--- src/rtl/sky130_fd_io__top_vrefcap_mon.sv ---
`default_nettype none
// ============================================================================
// Module   : sky130_fd_io__top_vrefcap_mon
// Purpose  : Runtime monitor for the external reference capacitors on the
//            vrefgen outputs. Each channel has a cpos and a cneg terminal.
//            Per-terminal "floating" indicators are filtered by persistence
//            counters. The filtered result raises sticky, write-1-clearable
//            fault flags, an interrupt and a saturating fault counter.
// Ports    : clk         - block clock, rising edge
//            rst_n       - synchronous active-low reset
//            en          - monitor enable; low disarms and restarts arm delay
//            filt_cycles - persistence threshold (0 behaves as 1)
//            cpos_float  - per-channel cpos floating indicator
//            cneg_float  - per-channel cneg floating indicator
//            clr_cpos    - write-1 clear of err_cpos bits
//            clr_cneg    - write-1 clear of err_cneg bits
//            armed       - arm delay has expired
//            err_cpos    - sticky cpos fault flags
//            err_cneg    - sticky cneg fault flags
//            irq         - OR of all fault flags
//            fault_cnt   - saturating count of flag rising events
// Revision : 1.0 - initial release
// ============================================================================
module sky130_fd_io__top_vrefcap_mon #(
  parameter int NCH     = 2,
  parameter int CNT_W   = 8,
  parameter int ARM_DLY = 4,
  parameter int FCNT_W  = 8
) (
  input  logic              clk,
  input  logic              rst_n,
  input  logic              en,
  input  logic [CNT_W-1:0]  filt_cycles,
  input  logic [NCH-1:0]    cpos_float,
  input  logic [NCH-1:0]    cneg_float,
  input  logic [NCH-1:0]    clr_cpos,
  input  logic [NCH-1:0]    clr_cneg,
  output logic              armed,
  output logic [NCH-1:0]    err_cpos,
  output logic [NCH-1:0]    err_cneg,
  output logic              irq,
  output logic [FCNT_W-1:0] fault_cnt
);

  localparam int c_NT    = 2 * NCH;   // total terminals
  localparam int c_NR_W  = 5;         // holds 0..16 simultaneous rises
  localparam int c_SUM_W = FCNT_W + c_NR_W;
  localparam logic [7:0]         c_ARM_DLY = 8'(ARM_DLY);
  localparam logic [c_SUM_W-1:0] c_FMAX    = {{c_NR_W{1'b0}}, {FCNT_W{1'b1}}};

  typedef enum logic [1:0] {
    S_IDLE    = 2'd0,
    S_WATCH   = 2'd1,
    S_PENDING = 2'd2,
    S_FAULT   = 2'd3
  } state_t;

  // Terminal index map: [NCH-1:0] = cpos, [2*NCH-1:NCH] = cneg.
  logic [c_NT-1:0]    w_float;
  logic [c_NT-1:0]    w_clr;
  logic [c_NT-1:0]    w_err;
  logic [c_NT-1:0]    w_rise;
  logic [CNT_W-1:0]   w_n;
  logic               w_n1;
  logic [c_NR_W-1:0]  w_nrise;
  logic [c_SUM_W-1:0] w_sum;

  logic [7:0]         r_arm_cnt;
  logic               r_armed;
  logic [FCNT_W-1:0]  r_fcnt;

  assign w_float = {cneg_float, cpos_float};
  assign w_clr   = {clr_cneg, clr_cpos};
  assign w_n     = (filt_cycles == '0) ? CNT_W'(1) : filt_cycles;
  assign w_n1    = (w_n == CNT_W'(1));

  // Arm delay: counts enabled cycles; dropping en restarts it from zero.
  always_ff @(posedge clk) begin
    if (!rst_n) begin
      r_arm_cnt <= '0;
      r_armed   <= 1'b0;
    end else if (!en) begin
      r_arm_cnt <= '0;
      r_armed   <= 1'b0;
    end else if (!r_armed) begin
      r_arm_cnt <= r_arm_cnt + 8'd1;
      if (r_arm_cnt + 8'd1 == c_ARM_DLY) begin
        r_armed <= 1'b1;
      end
    end
  end

  for (genvar gi = 0; gi < c_NT; gi++) begin : g_term
    state_t           r_st;
    logic [CNT_W-1:0] r_cnt;
    logic             r_err;
    logic [CNT_W:0]   w_inc;
    logic             w_set;

    // One extra bit so a count at the top of the range cannot wrap.
    assign w_inc = {1'b0, r_cnt} + {{CNT_W{1'b0}}, 1'b1};

    // Set condition: the sample that completes N consecutive floating edges.
    // A clear taken while still floating counts as the first of those edges,
    // so with N=1 it re-sets immediately and the flag never drops.
    assign w_set = r_armed && w_float[gi] &&
                   (((r_st == S_WATCH) && w_n1) ||
                    ((r_st == S_PENDING) && (w_inc >= {1'b0, w_n})) ||
                    ((r_st == S_FAULT) && w_clr[gi] && w_n1));

    assign w_rise[gi] = w_set & ~r_err;
    assign w_err[gi]  = r_err;

    always_ff @(posedge clk) begin
      if (!rst_n) begin
        r_st  <= S_IDLE;
        r_cnt <= '0;
        r_err <= 1'b0;
      end else begin
        // Set wins over a same-edge clear.
        r_err <= w_set | (r_err & ~w_clr[gi]);
        if (!r_armed) begin
          r_st  <= S_IDLE;
          r_cnt <= '0;
        end else begin
          case (r_st)
            S_IDLE: begin
              r_st  <= S_WATCH;
              r_cnt <= '0;
            end
            S_WATCH: begin
              if (w_float[gi]) begin
                r_cnt <= CNT_W'(1);
                r_st  <= w_n1 ? S_FAULT : S_PENDING;
              end else begin
                r_cnt <= '0;
              end
            end
            S_PENDING: begin
              if (!w_float[gi]) begin
                r_st  <= S_WATCH;
                r_cnt <= '0;
              end else begin
                r_cnt <= w_inc[CNT_W-1:0];
                if (w_inc >= {1'b0, w_n}) begin
                  r_st <= S_FAULT;
                end
              end
            end
            S_FAULT: begin
              if (w_clr[gi]) begin
                if (!w_float[gi]) begin
                  r_st  <= S_WATCH;
                  r_cnt <= '0;
                end else begin
                  r_cnt <= CNT_W'(1);
                  r_st  <= w_n1 ? S_FAULT : S_PENDING;
                end
              end
            end
            default: begin
              r_st  <= S_IDLE;
              r_cnt <= '0;
            end
          endcase
        end
      end
    end
  end

  // Number of flags rising on this edge.
  always_comb begin
    w_nrise = '0;
    for (int i = 0; i < c_NT; i++) begin
      w_nrise = w_nrise + {{(c_NR_W-1){1'b0}}, w_rise[i]};
    end
  end

  assign w_sum = {{c_NR_W{1'b0}}, r_fcnt} + {{(c_SUM_W-c_NR_W){1'b0}}, w_nrise};

  always_ff @(posedge clk) begin
    if (!rst_n) begin
      r_fcnt <= '0;
    end else if (w_sum > c_FMAX) begin
      r_fcnt <= {FCNT_W{1'b1}};
    end else begin
      r_fcnt <= w_sum[FCNT_W-1:0];
    end
  end

  assign armed     = r_armed;
  assign err_cpos  = w_err[NCH-1:0];
  assign err_cneg  = w_err[c_NT-1:NCH];
  assign irq       = |w_err;
  assign fault_cnt = r_fcnt;

endmodule
`default_nettype wire
--- config.mk ---
export PLATFORM = sky130hd
export DESIGN_NAME = sky130_fd_io__top_vrefcap_mon
export DESIGN_NICKNAME = d
export VERILOG_FILES = /design/src/rtl/sky130_fd_io__top_vrefcap_mon.sv
export SDC_FILE = /design/constraint.sdc
export NUM_CORES = 1
export LEC_CHECK = 0
export ABC_CLOCK_PERIOD_IN_PS = 10050
export BUFFER_PORTS_ARGS = -buffer_cell sky130_fd_sc_hd__buf_2
export CORE_ASPECT_RATIO = 1.1
export CORE_MARGIN = 2
export CORE_UTILIZATION = 45
export CTS_CLUSTER_SIZE = 28
export DETAILED_ROUTE_END_ITERATION = 6
export PLACE_DENSITY = 0.59
export SKIP_CTS_REPAIR_TIMING = 1
export SLEW_MARGIN = 20
export SYNTH_ARGS = -nofsm -noshare
export SYNTH_HDL_FRONTEND = slang
export SYNTH_SLANG_ARGS = --single-unit
--- constraint.sdc ---
create_clock -name clk -period 10.05 [get_ports clk]
set_input_delay 1.005 -clock clk [delete_from_list [all_inputs] [get_ports clk]]
set_output_delay 1.005 -clock clk [all_outputs]
set_load 0.02 [all_outputs]
# Yosys cells after proc, flatten, opt, wreduce, memory -nomap -nowiden
# Cells that the tools add are included.
classes:
  n_addsub: 9
  order_cmp: 5
  n_eq_ne: 26
  mux: 45
  n_bitwise: 20
  reduce_logical: 44
ops:
  columns: ["op", "count"]
  rows:
  - ["8-bit case mux with 4 select lines", 4]
  - ["8-bit two-way mux", 10]
  - ["2-bit two-way mux", 20]
  - ["8-bit by 1-bit adder with 9-bit output, second input constant", 4]
  - ["9-bit by 8-bit >= comparator with 1-bit output", 4]
  - ["2-bit case mux with 4 select lines", 4]
  - ["1-bit logical AND", 24]
  - ["2-bit == test, second input constant", 8]
  - ["2-bit != test, second input constant", 8]
  - ["3-bit by 2-bit != test with 1-bit output, second input constant", 4]
  - ["3-bit AND reduction", 4]
  - ["8-bit by 4-bit adder with 9-bit output", 1]
  - ["9-bit by 8-bit > comparator with 1-bit output, second input constant", 1]
  - ["8-bit by 1-bit adder with 8-bit output, second input constant", 1]
  - ["1-bit AND", 8]
  - ["2-bit by 1-bit == test with 1-bit output, second input constant", 4]
  - ["8-bit by 1-bit == test with 1-bit output, second input constant", 1]
  - ["8-bit by 3-bit == test with 1-bit output, second input constant", 1]
  - ["2-bit logical NOT", 4]
  - ["8-bit logical NOT", 1]
  - ["1-bit logical OR", 8]
  - ["1-bit NOT", 8]
  - ["1-bit two-way mux", 7]
  - ["3-bit by 1-bit adder with 4-bit output", 1]
  - ["5 further kinds", 9]
word_totals:
  regBits: 61
  inputBits: 19
  output_inout_bits: 14
  wordCells: 164

# Logic depth before layout (Yosys ltp)
logic_depth:
  word_depth: 14
  mapped_depth: 19
  mapped_depth_nobuf: 19

# Worst setup path after synthesis
# No wires, ideal clock.
synth_timing:
  kind: "in2reg"
  startpoint: "input filt_cycles[4]"
  endpoint: "register r_fcnt[0] (netlist: fault_cnt[0])"
  setup_ps: 120
  t_arrival_ps: 4223
  setup_slack_ps: 5707
  stages: 18
  cell_sequence: "nor4_1 -> nand2_1 -> nand2b_1 -> ha_1 -> nor2b_1 -> o21ai_0 -> a221oi_1 -> nor2_1 -> o21ai_0 -> fa_1 -> inv_1 -> fa_1 -> fa_1 -> nand2_1 -> nor2_1 -> and3_1 -> nor2_1 -> nor2_1"
synth_via:
  elab_chain_len: 14
synth_rtl:
  columns: ["item", "line", "source"]
  rows:
  - ["start: declaration", "33", "input logic [CNT_W-1:0] filt_cycles,"]
  - ["8-bit logical NOT", "74", "assign w_n = (filt_cycles == '0) ? CNT_W'(1) : filt_cycles;"]
  - ["8-bit two-way mux *", "74", null]
  - ["9-bit by 8-bit >= comparator with 1-bit output / 8-bit by 1-bit == test with 1-bit output (equally long branches)", "108, 75", null]
  - ["1-bit logical AND (on tied branches)", "108, 107", null]
  - ["1-bit logical OR", "107", "(((r_st == S_WATCH) && w_n1) ||"]
  - ["1-bit logical OR", "108", "((r_st == S_PENDING) && (w_inc >= {1'b0, w_n})) ||"]
  - ["1-bit logical AND", "106", "assign w_set = r_armed && w_float[gi] &&"]
  - ["1-bit AND", "111", "assign w_rise[gi] = w_set & ~r_err;"]
  - ["1-bit by 1-bit adder with 2-bit output", "175", "w_nrise = w_nrise + {{(c_NR_W-1){1'b0}}, w_rise[i]};"]
  - ["2-bit by 1-bit adder with 3-bit output", "175", null]
  - ["3-bit by 1-bit adder with 4-bit output *", "175", null]
  - ["8-bit by 4-bit adder with 9-bit output *", "179", "assign w_sum = {{c_NR_W{1'b0}}, r_fcnt} + {{(c_SUM_W-c_NR_W){1'b0}}, w_nrise};"]
  - ["9-bit by 8-bit > comparator with 1-bit output", "184", "end else if (w_sum > c_FMAX) begin"]
  - ["8-bit two-way mux *", "184", null]
  - ["end signal: assignment", "185", "r_fcnt <= {FCNT_W{1'b1}};"]
  - ["end signal: assignment", "187", "r_fcnt <= w_sum[FCNT_W-1:0];"]
  - ["end: declaration", "70", "logic [FCNT_W-1:0] r_fcnt;"]
# Mark *: on every way between the ends. The rest lies on a longest branch, timed or not.
# A chain may end at the register's enable or synchronous reset.

# Worst setup path after layout
layout_timing:
  startpoint: "input filt_cycles[4]"
  endpoint: "register r_fcnt[1] (netlist: fault_cnt[1])"
# Same word-level chain as after synthesis.

==> flow_summary.ini <==
[sta]
relSlewSlack = 0.6234
rsz0062_at_grt = false
finalSetupTns_ns = 0
worstMarginPinSlew_ns = 0.5641
drv_slew = 0
fin_crit_sh = 0.4562
fmax_mhz = 218.1
setup_ws_ns = 5.465
setup_viol = 0
fin_worst_skew_ns = 0.007537
min_period_ns = 4.585
finalHoldViolCount = 0

[setup_path]
start_kind = input pin
arrival_ns = 4.81
crit_cells = 19
critPathRequiredTime_ns = 10.27
cp_cell_sequence = buf_2 > nor4_1 > nand2_1 > nand2b_1 > ha_1 > nor2b_1 > o21ai_0 > a221oi_1 > nor2_1 > o21ai_0 > fa_1 > inv_1 > fa_1 > fa_1 > nand2_1 > nor2_1 > and3_1 > nor2_1 > nor2_1
cp_slowest_stage_delay_ns = 0.46
critPathCaptureType = register
r2r_start = g_term[2].r_cnt[0]$_SDFFE_PN0P_
crit_path_frequent_cell = nor2_1
path_delay_family = simple AND/OR/NAND/NOR gates
rr_endpoint = fault_cnt[1]$_SDFF_PN0_
rrSetupSlack_ns = 5.67
timing.critical_path.from = filt_cycles[4]
path_class = in2reg
crit_end = fault_cnt[1]$_SDFF_PN0_
crit_slowest_cell = fa_1
reg2reg_depth = 19
path_max_fanout = 5
path_buf_inv = 2

[placement]
place_ws_ns = 5.116
placed_cells = 624
place_hpwl_mm = 6.719
gp_congestion = 0.7838
port_buffers = 32

[die]
dieHeight_um = 103.0
start_util = 0.4586
rows = 36
die_w_um = 93.98
core_area_um2 = 8738
dieArea_um2 = 9678
top_level_ports = 33

[clocking]
cts_tree = done
cts.sinks = 61
clk_latency_ns = 0.34
cts_buffers = 9
clk_pin_slew_worst_paths_ns = 0.07
clock_path_buffers = 2
cts-root-buf = clkbuf_8
h-tree-depth = 3

[grt]
grt_pass1_vias = 3326
grt_pass1_wl_mm = 15.31
antenna_found_initial = 0
grt_overflow = 0
grt_usage = 0.1990
grt_max_degree = 44

[detailed_routing]
ant_nets = 0
wl_mm = 8.899
drc = 0
drt_pass1_iterations = 4
first_iter_violations = 147
vias_per_cell = 5.473
post_drt_wl_per_cell_um = 13.93
vias = 3497

[power]
power_per_cell_area_nw_per_um2 = 109.5
p_leak_nw = 1.900
peakVddDrop_v = 0.00006321
total_power_uw = 483.6

[synth]
yosysUniqueCellTypes = 56
yosysSeqAreaShare = 0.3047
ys_async_sr_fraction = 0
syn_inst = 495
synth.cell_area_um2 = 4008
synth_seq_cells = 61
yosysTopAreaCell = dfxtp_1
ys_warn_count = 0
synth_top_area_frac = 0.3047
synthTopCellsByCount = dfxtp_1, nor2_1, a21oi_1
synth_most_common_cell = dfxtp_1
synth_enable_flop_cells = 0
synth_area_per_cell_um2 = 8.096
synthFlopType = dfxtp_1
yosys-top-cells-area = dfxtp_1, ha_1, a21oi_1, nor2_1, nand2_1
synth_fp_nets = 555

[cells_and_area]
fin_cells = 639
fin_nets = 581
area_growth_pct = 10.21
fillCellCount = 869
seq_area_um2 = 1221
multi_input_area_um2 = 2630
drive_gt1_frac = 0.1162
diodes = 0

[worst_hold_path]
hp-class = reg2reg
min_from = r_arm_cnt[6]$_SDFFE_PN0N_

[outcome]
status = completed

[flow_run]
maxCapViolations = 0
[registers in the layout, indices dropped and copies added, names as in the netlist]
signal        cells
g_term.r_cnt     32
fault_cnt         8
g_term.r_st       8
r_arm_cnt         8
g_term.r_err      4
armed             1
[worst min path at each step]
stage                                end  slack [ns]  cells after the start
2_1_floorplan  r_arm_cnt[6]$_SDFFE_PN0N_        0.47                      2
3_3_place_gp   r_arm_cnt[6]$_SDFFE_PN0N_        0.48                      2
3_5_place_dp   r_arm_cnt[6]$_SDFFE_PN0N_        0.49                      2
4_1_cts        r_arm_cnt[6]$_SDFFE_PN0N_        0.50                      2
5_1_grt        r_arm_cnt[5]$_SDFFE_PN0N_        0.53                      2
6_report       r_arm_cnt[6]$_SDFFE_PN0N_        0.50                      2
[power breakdown]
part           leakage (nW)  internal, mW  switching (mW)  total [mW]
combinational          1.31       0.00716          0.0123      0.0195
clock                 0.101         0.126          0.0957       0.221
sequential            0.491         0.242        0.000505       0.243
[per-layer routing]
metal  GRT usage  wire (µm)  up-vias
li1            -          -     1826
met1      0.2574       4262     1603
met2      0.3324       4080       57
met3     0.04678        426       11
met4     0.05797        129        0
met5           0          0        -
[metrics by stage]
step | util | hold slack (ns) | instance area [µm²]
detailed placement | 0.4827 | 0.4896 | 4218
finish | 0.5054 | 0.4994 | 4417
global placement | 0.4827 | 0.4841 | 4218
global route | 0.5054 | 0.5349 | 4417
floorplan | - | 0.4663 | 4008
CTS | 0.5054 | 0.5005 | 4417
[area by class of cell]
type	count	area share
repair buffers	33	0.03796
well taps	114	0.03229
flip-flops and latches	61	0.2765
inverters	15	0.01275
clock inverters	4	0.01076
multi-input cells	401	0.5955
clock buffers	11	0.03428
[cell families after synthesis]
| kind of cell | after synthesis | share of synthesized area |
|---|---|---|
| buffers and inverters | 33 | 0.03902 |
| adders and majority gates | 41 | 0.1336 |
| and+or+nand+nor | 204 | 0.2573 |
| DFF | 61 | 0.3047 |
| muxes | 2 | 0.004996 |
| xor gates and xnor gates | 32 | 0.06993 |
| AOI/OAI and AO/OA | 122 | 0.1904 |
[worst register-to-register path, stage by stage (launching register included)]
cell and delay [ns]:
dfxtp_1 0.45, ha_1 0.26, and3_4 0.23, nand3_1 0.13, xnor2_1 0.17, ha_1 0.30
nand3_1 0.10, o211ai_1 0.26, a211oi_2 0.09, o21ai_0 0.21, nand3b_1 0.14, fa_1 0.52
inv_1 0.05, fa_1 0.41, fa_1 0.46, nand2_1 0.11, nor2_1 0.07, and3_1 0.19
nor2_1 0.09, nor2_1 0.04
[layout by cell type, fill, tap and decap left out, types with 15 or more instances in the layout]
cell	n
nor2b_1	16
buf_2	32
dfxtp_1	61
xnor2_1	15
nand2_1	46
o21ai_0	31
ha_1	38
xor2_1	17
inv_1	15
nand3_1	21
nor2_1	58
a21oi_1	48
No activity file was read; power rests on OpenSTA's default activity.
